===== config.mk =====
export PLATFORM = sky130hd
export DESIGN_NAME = util_cpack2_timestamp
export DESIGN_NICKNAME = d
export VERILOG_FILES = /design/src/rtl/util_cpack2_timestamp.sv
export SDC_FILE = /design/constraint.sdc
export NUM_CORES = 2
export LEC_CHECK = 0
export CAP_MARGIN = 20
export CORE_ASPECT_RATIO = 0.8
export CORE_MARGIN = 2
export CORE_UTILIZATION = 50
export CTS_CLUSTER_SIZE = 12
export DETAILED_ROUTE_END_ITERATION = 12
export DONT_BUFFER_PORTS = 1
export GPL_ROUTABILITY_DRIVEN = 0
export GPL_TIMING_DRIVEN = 0
export SETUP_SLACK_MARGIN = 0.2
export SLEW_MARGIN = 20
export SYNTH_ARGS = -nofsm -noshare
export SYNTH_HDL_FRONTEND = slang
export SYNTH_SLANG_ARGS = --single-unit

===== constraint.sdc =====
create_clock -name adc_clk -period 22.2 [get_ports adc_clk]
set_input_delay 6.66 -clock adc_clk [delete_from_list [all_inputs] [get_ports adc_clk]]
set_output_delay 6.66 -clock adc_clk [all_outputs]
set_load 0.02 [all_outputs]

===== src/rtl/util_cpack2_timestamp.sv =====
// Inserts one 64-bit timestamp block ahead of every timestamp_every data blocks on the ADC DMA path.
// Optional drop counter enabled by defining UTIL_CPACK2_TIMESTAMP_DROP_COUNT_EN.
module util_cpack2_timestamp #(
  parameter int NUM_OF_CHANNELS     = 4,
  parameter int SAMPLES_PER_CHANNEL = 1,
  parameter int SAMPLE_DATA_WIDTH   = 16,
  parameter int FIFO_DEPTH_LOG2     = 3
) (
  input  logic                                                          adc_clk,
  input  logic                                                          reset,
  input  logic [63:0]                                                   timestamp,
  input  logic [31:0]                                                   timestamp_every,
  input  logic                                                          s_axis_valid,
  input  logic [NUM_OF_CHANNELS*SAMPLES_PER_CHANNEL*SAMPLE_DATA_WIDTH-1:0] s_axis_data,
  input  logic                                                          s_axis_xfer_req,
  output logic                                                          m_axis_valid,
  output logic [NUM_OF_CHANNELS*SAMPLES_PER_CHANNEL*SAMPLE_DATA_WIDTH-1:0] m_axis_data,
  output logic                                                          m_axis_overflow,
  output logic [31:0]                                                   drop_count
);

  localparam int DW    = NUM_OF_CHANNELS * SAMPLES_PER_CHANNEL * SAMPLE_DATA_WIDTH;
  localparam int DEPTH = 1 << FIFO_DEPTH_LOG2;
  localparam int EW    = 1 + 64 + DW;
  localparam logic [FIFO_DEPTH_LOG2:0] DEPTH_CNT = (FIFO_DEPTH_LOG2 + 1)'(DEPTH);

  logic [EW-1:0]              fifo_mem [DEPTH];
  logic [FIFO_DEPTH_LOG2-1:0] wr_ptr_q, wr_ptr_d, rd_ptr_q, rd_ptr_d;
  logic [FIFO_DEPTH_LOG2:0]   count_q, count_d;
  logic                       xfer_q;
  logic [31:0]                every_q, every_d, blk_cnt_q, blk_cnt_d;
  logic                       force_ts_q, force_ts_d, ts_sent_q, ts_sent_d;
  logic                       m_valid_q, m_valid_d, overflow_q, overflow_d;
  logic [DW-1:0]              m_data_q, m_data_d;

  logic          rise, full, push, pop, flag;
  logic [31:0]   every_eff, blk_next;
  logic [EW-1:0] head;

  always_comb begin
    rise      = s_axis_xfer_req & ~xfer_q;
    // A block arriving on the activation cycle already uses the new period.
    every_eff = rise ? timestamp_every : every_q;
    full      = (count_q == DEPTH_CNT);
    head      = fifo_mem[rd_ptr_q];
    blk_next  = ((every_eff == 32'd0) || (blk_cnt_q == every_eff - 32'd1)) ? 32'd0 : blk_cnt_q + 32'd1;

    every_d    = every_eff;
    blk_cnt_d  = blk_cnt_q;
    force_ts_d = force_ts_q;
    ts_sent_d  = ts_sent_q;
    m_valid_d  = 1'b0;
    m_data_d   = m_data_q;
    overflow_d = 1'b0;
    push       = 1'b0;
    pop        = 1'b0;
    flag       = 1'b0;

    if (!s_axis_xfer_req) begin
      blk_cnt_d  = 32'd0;
      force_ts_d = 1'b0;
      ts_sent_d  = 1'b0;
    end else begin
      if (count_q != '0) begin
        m_valid_d = 1'b1;
        if (head[EW-1] && !ts_sent_q) begin
          m_data_d       = '0;
          m_data_d[63:0] = head[DW +: 64];
          ts_sent_d      = 1'b1;
        end else begin
          m_data_d  = head[DW-1:0];
          pop       = 1'b1;
          ts_sent_d = 1'b0;
        end
      end
      // Full is judged on pre-pop occupancy, so a concurrent pop does not save the block.
      if (s_axis_valid) begin
        if (full) begin
          overflow_d = 1'b1;
          force_ts_d = 1'b1;
          blk_cnt_d  = blk_next;
        end else begin
          push = 1'b1;
          flag = (every_eff != 32'd0) && ((blk_cnt_q == 32'd0) || force_ts_q);
          if (force_ts_q) begin
            blk_cnt_d  = (every_eff <= 32'd1) ? 32'd0 : 32'd1;
            force_ts_d = 1'b0;
          end else begin
            blk_cnt_d = blk_next;
          end
        end
      end
    end

    if (!s_axis_xfer_req) begin
      wr_ptr_d = '0;
      rd_ptr_d = '0;
      count_d  = '0;
    end else begin
      wr_ptr_d = wr_ptr_q + FIFO_DEPTH_LOG2'(push);
      rd_ptr_d = rd_ptr_q + FIFO_DEPTH_LOG2'(pop);
      count_d  = count_q + (FIFO_DEPTH_LOG2 + 1)'(push) - (FIFO_DEPTH_LOG2 + 1)'(pop);
    end
  end

  always_ff @(posedge adc_clk) begin
    if (push && !reset) begin
      fifo_mem[wr_ptr_q] <= {flag, timestamp, s_axis_data};
    end
  end

  always_ff @(posedge adc_clk) begin
    if (reset) begin
      wr_ptr_q   <= '0;
      rd_ptr_q   <= '0;
      count_q    <= '0;
      xfer_q     <= 1'b0;
      every_q    <= 32'd0;
      blk_cnt_q  <= 32'd0;
      force_ts_q <= 1'b0;
      ts_sent_q  <= 1'b0;
      m_valid_q  <= 1'b0;
      m_data_q   <= '0;
      overflow_q <= 1'b0;
    end else begin
      wr_ptr_q   <= wr_ptr_d;
      rd_ptr_q   <= rd_ptr_d;
      count_q    <= count_d;
      xfer_q     <= s_axis_xfer_req;
      every_q    <= every_d;
      blk_cnt_q  <= blk_cnt_d;
      force_ts_q <= force_ts_d;
      ts_sent_q  <= ts_sent_d;
      m_valid_q  <= m_valid_d;
      m_data_q   <= m_data_d;
      overflow_q <= overflow_d;
    end
  end

  assign m_axis_valid    = m_valid_q;
  assign m_axis_data     = m_data_q;
  assign m_axis_overflow = overflow_q;

`ifdef UTIL_CPACK2_TIMESTAMP_DROP_COUNT_EN
  logic [31:0] drop_count_q, drop_count_d;

  always_comb begin
    drop_count_d = drop_count_q;
    if (rise) begin
      drop_count_d = 32'd0;
    end else if (overflow_d && (drop_count_q != 32'hFFFF_FFFF)) begin
      drop_count_d = drop_count_q + 32'd1;
    end
  end

  always_ff @(posedge adc_clk) begin
    if (reset) begin
      drop_count_q <= 32'd0;
    end else begin
      drop_count_q <= drop_count_d;
    end
  end

  assign drop_count = drop_count_q;
`else
  assign drop_count = 32'd0;
`endif

endmodule


==> impl_results.md <==
* Status: complete, no violations
* Max cap viols at 0
* Hold Crit Class: flop to flop
* Layout cells sized above 1 at 24.1%
* Crit Path Max Fanout at 10
* Reg-to-reg endpoint: blk_cnt_q[20]
* Syn Area/Cell at 19.5 µm²
* Slew Viols, Final at 0
* Core area at 91200 µm²
* Cts hold-fix bufs at 0
* Largest net degree at the start of global routing at 21
* CTS Sinks at 1175
* DRC at 0
* PortBufs at 0
* Layout Skew at 0.0268 ns
* Avg Vias per Cell at 5.86
* Mapped Cells at 2366
* Total Routing Usage GR at 23.3%
* Post-layout net count at 2788
* Ys Warns at 0
* Die area at 94500 µm²
* Ys async rst share at 0%
* Hold endpoint: ts_sent_q
* Slew headroom at 24.1%
* DRT iter0 DRCs at 1882
* CTS buffer count at 114
* Register area share after synthesis at 73.6%
* Crit Path Class: input port to flop
* Pwr Density at 83.1 nW/µm²
* Final WL at 109000 µm
* Startpoint Class: input port
* Arr. time, crit path at 10.89 ns
* Synth top area share at 67.3%
* Worst hold margin at 0.495 ns
* Place WS at 11.05 ns
* Netlist cell types at 62
* Num rows at 99
* Die H at 275 µm
* Clock transition at path regs at 0.06 ns
* Leak Pwr at 16.4 nW
* Register bit count reported by yosys at 1175
* Worst Slack Setup Final at 11.86 ns
* Req. time, crit path at 22.75 ns
* Period minus WS final at 10.34 ns
* Final core occ at 57.7%
* Synthesized area at 46000 µm²
* Most area-consuming cells after synthesis: edfxtp_1, mux4_2, dfxtp_1
* Clock H-tree levels at 3
* Global-route wire length before repair at 159000 µm
* Worst R2R Path Depth at 16
* CTS tree: done
* Clock Latency Late Sink at 0.70 ns
* EDFF count, synth at 1032
* Vias at 22925
* Final Hold Vio Count at 0
* FMAX at 96.7 MHz
* Vias in the first global route at 23709
* Peak VDD IR at 71.2 µV
* Antenna diodes at 0
* Antenna Nets Post-Route at 0
* Top FF cell, synth: edfxtp_1
* Grt total ovfl at 0
* Count leader, synth: edfxtp_1
* Hold depth at 2
* Die Wd at 343 µm
* First drt pass iteration count at 5
* Worst Tran Pin Value at 1.14 ns
* R2R setup slack at 17.32 ns
* Leading cell types by count after synthesis: edfxtp_1, mux4_2, nand2_1, dfxtp_1, nor2_1
* Clock Path Buffers at 3
* # IOs at 262
* Starting Density at 50.5%
* Worst Setup End Kind: flop
* Routed length per placed instance at 27.9 µm
* Final setup vio count at 0
* Final Cycle Share at 46.6%
* Post-cts sizing count at 0
* Post-synth top area cell: edfxtp_1
* Postcts setup bufs at 0
* R2R Path Start: xfer_q
* RSZ-0062 raised after global routing: no
* P&R area growth vs syn at 14.3%
* Hold path startpoint: ts_sent_q
* CTS root buffer: clkbuf_16
* HPWL Detailed at 73300 µm
* Antenna violations before repair at 0
[cells by family (layout without fill, tap and decap cells)]
group / count (synthesis) / count (layout) / share of synthesized area [%]
AOI/OAI and AO/OA: 139 / 139 / 1.97
other: 1 / 32 / 0.00815
xor gates and xnor gates: 66 / 66 / 1.26
buffers and inverters: 179 / 484 / 1.78
muxes: 374 / 374 / 16.9
adders and majority gates: 16 / 16 / 0.451
DFF: 1175 / 1175 / 73.6
and+or+nand+nor: 416 / 416 / 4.07
[worst max-delay path, cell delays in order]
cell,delay (ns)
nand2b_1,0.04
buf_2,0.15
buf_2,0.32
buf_4,0.31
mux2i_1,0.53
ha_1,0.31
nor2b_1,0.14
buf_1,0.35
nand4_1,0.24
nor4_1,0.38
o2111ai_1,0.16
a2111oi_2,0.43
a21o_1,0.28
or2_1,0.16
buf_2,0.25
o21ai_0,0.15
[placed cells by master, fill, tap and decap left out, types with 5 or more instances in the layout]
cell and n:
clkbuf_8 6, o21ai_0 14, conb_1 32, clkinv_2 9
clkbuf_16 116, buf_1 15, inv_1 17, buf_2 14
ha_1 15, nand2b_1 10, mux4_2 322, a21oi_1 75
buf_12 26, buf_6 14, clkbuf_1 143, nor2_4 6
nor3_1 9, clkbuf_2 20, or3_1 10, edfxtp_1 1032
nand4_1 13, nor4_1 12, buf_4 70, mux2i_1 49
xnor2_1 41, o31ai_1 5, clkinv_1 8, buf_16 20
o311ai_1 6, nand3_1 34, o311ai_2 5, nand2_1 186
xor2_1 25, and2_1 7, a21o_1 6, nor2_1 101
dfxtp_1 143
[registers in the layout (all words and copies together), names as in the netlist]
| register | cells |
|---|---|
| m_axis_data | 64 |
| force_ts_q | 1 |
| xfer_q | 1 |
| fifo_mem | 1032 |
| rd_ptr_q | 3 |
| count_q | 4 |
| wr_ptr_q | 3 |
| m_axis_overflow | 1 |
| blk_cnt_q | 32 |
| ts_sent_q | 1 |
| m_axis_valid | 1 |
| every_q | 32 |
[area by class of cell]
class	count	area [µm²]
Clock inverter	22	148
Timing Repair Buffer	95	1500
Sequential cell	1175	33900
Tap cell	1212	1520
Inverter	17	63.8
Buffer	162	790
Multi-Input combinational cell	1043	11500
Clock buffer	188	3230
Fill cell	6819	38500
[report_power, final]
| group | total, W | switching [W] | internal, W |
|---|---|---|---|
| clock network | 0.00178 | 0.000790 | 0.000988 |
| registers | 0.00244 | 0.0000184 | 0.00242 |
| logic | 0.000153 | 0.0000896 | 0.0000629 |
[worst max path at each step]
stage                    startpoint          endpoint  slack [ns]  depth (start not counted)
floorplan                     reset    fifo_mem[0][0]        5.12                          6
global placement              reset  fifo_mem[0][106]       -6.12                          6
detailed placement  s_axis_xfer_req     blk_cnt_q[27]       11.05                         16
CTS                 s_axis_xfer_req     blk_cnt_q[27]       11.81                         16
global route        s_axis_xfer_req     blk_cnt_q[27]       11.48                         16
finish              s_axis_xfer_req     blk_cnt_q[20]       11.86                         16
[stage by stage]
step / instances / total power, W / area, µm² / setup TNS, ns
floorplan: 2397 / 0.00259 / 46100 / 0
global placement: 3609 / 0.00264 / 47700 / -1563.66
detailed placement: 3704 / 0.00264 / 49200 / 0
CTS: 3914 / 0.00441 / 52600 / 0
global route: 3914 / 0.00451 / 52600 / 0
finish: 3914 / 0.00437 / 52600 / 0
[per-layer routing]
layer | wire length, µm | up-vias | part of all wire [%] | track usage (%)
met3 | 7910 | 166 | 7.2 | 6.10
met5 | 0 | - | 0 | 0
met4 | 2540 | 0 | 2.3 | 5.67
met1 | 45400 | 12109 | 42 | 31.6
li1 | - | 9949 | - | -
met2 | 53200 | 701 | 49 | 38.2
(Power assumes the default switching activity.)
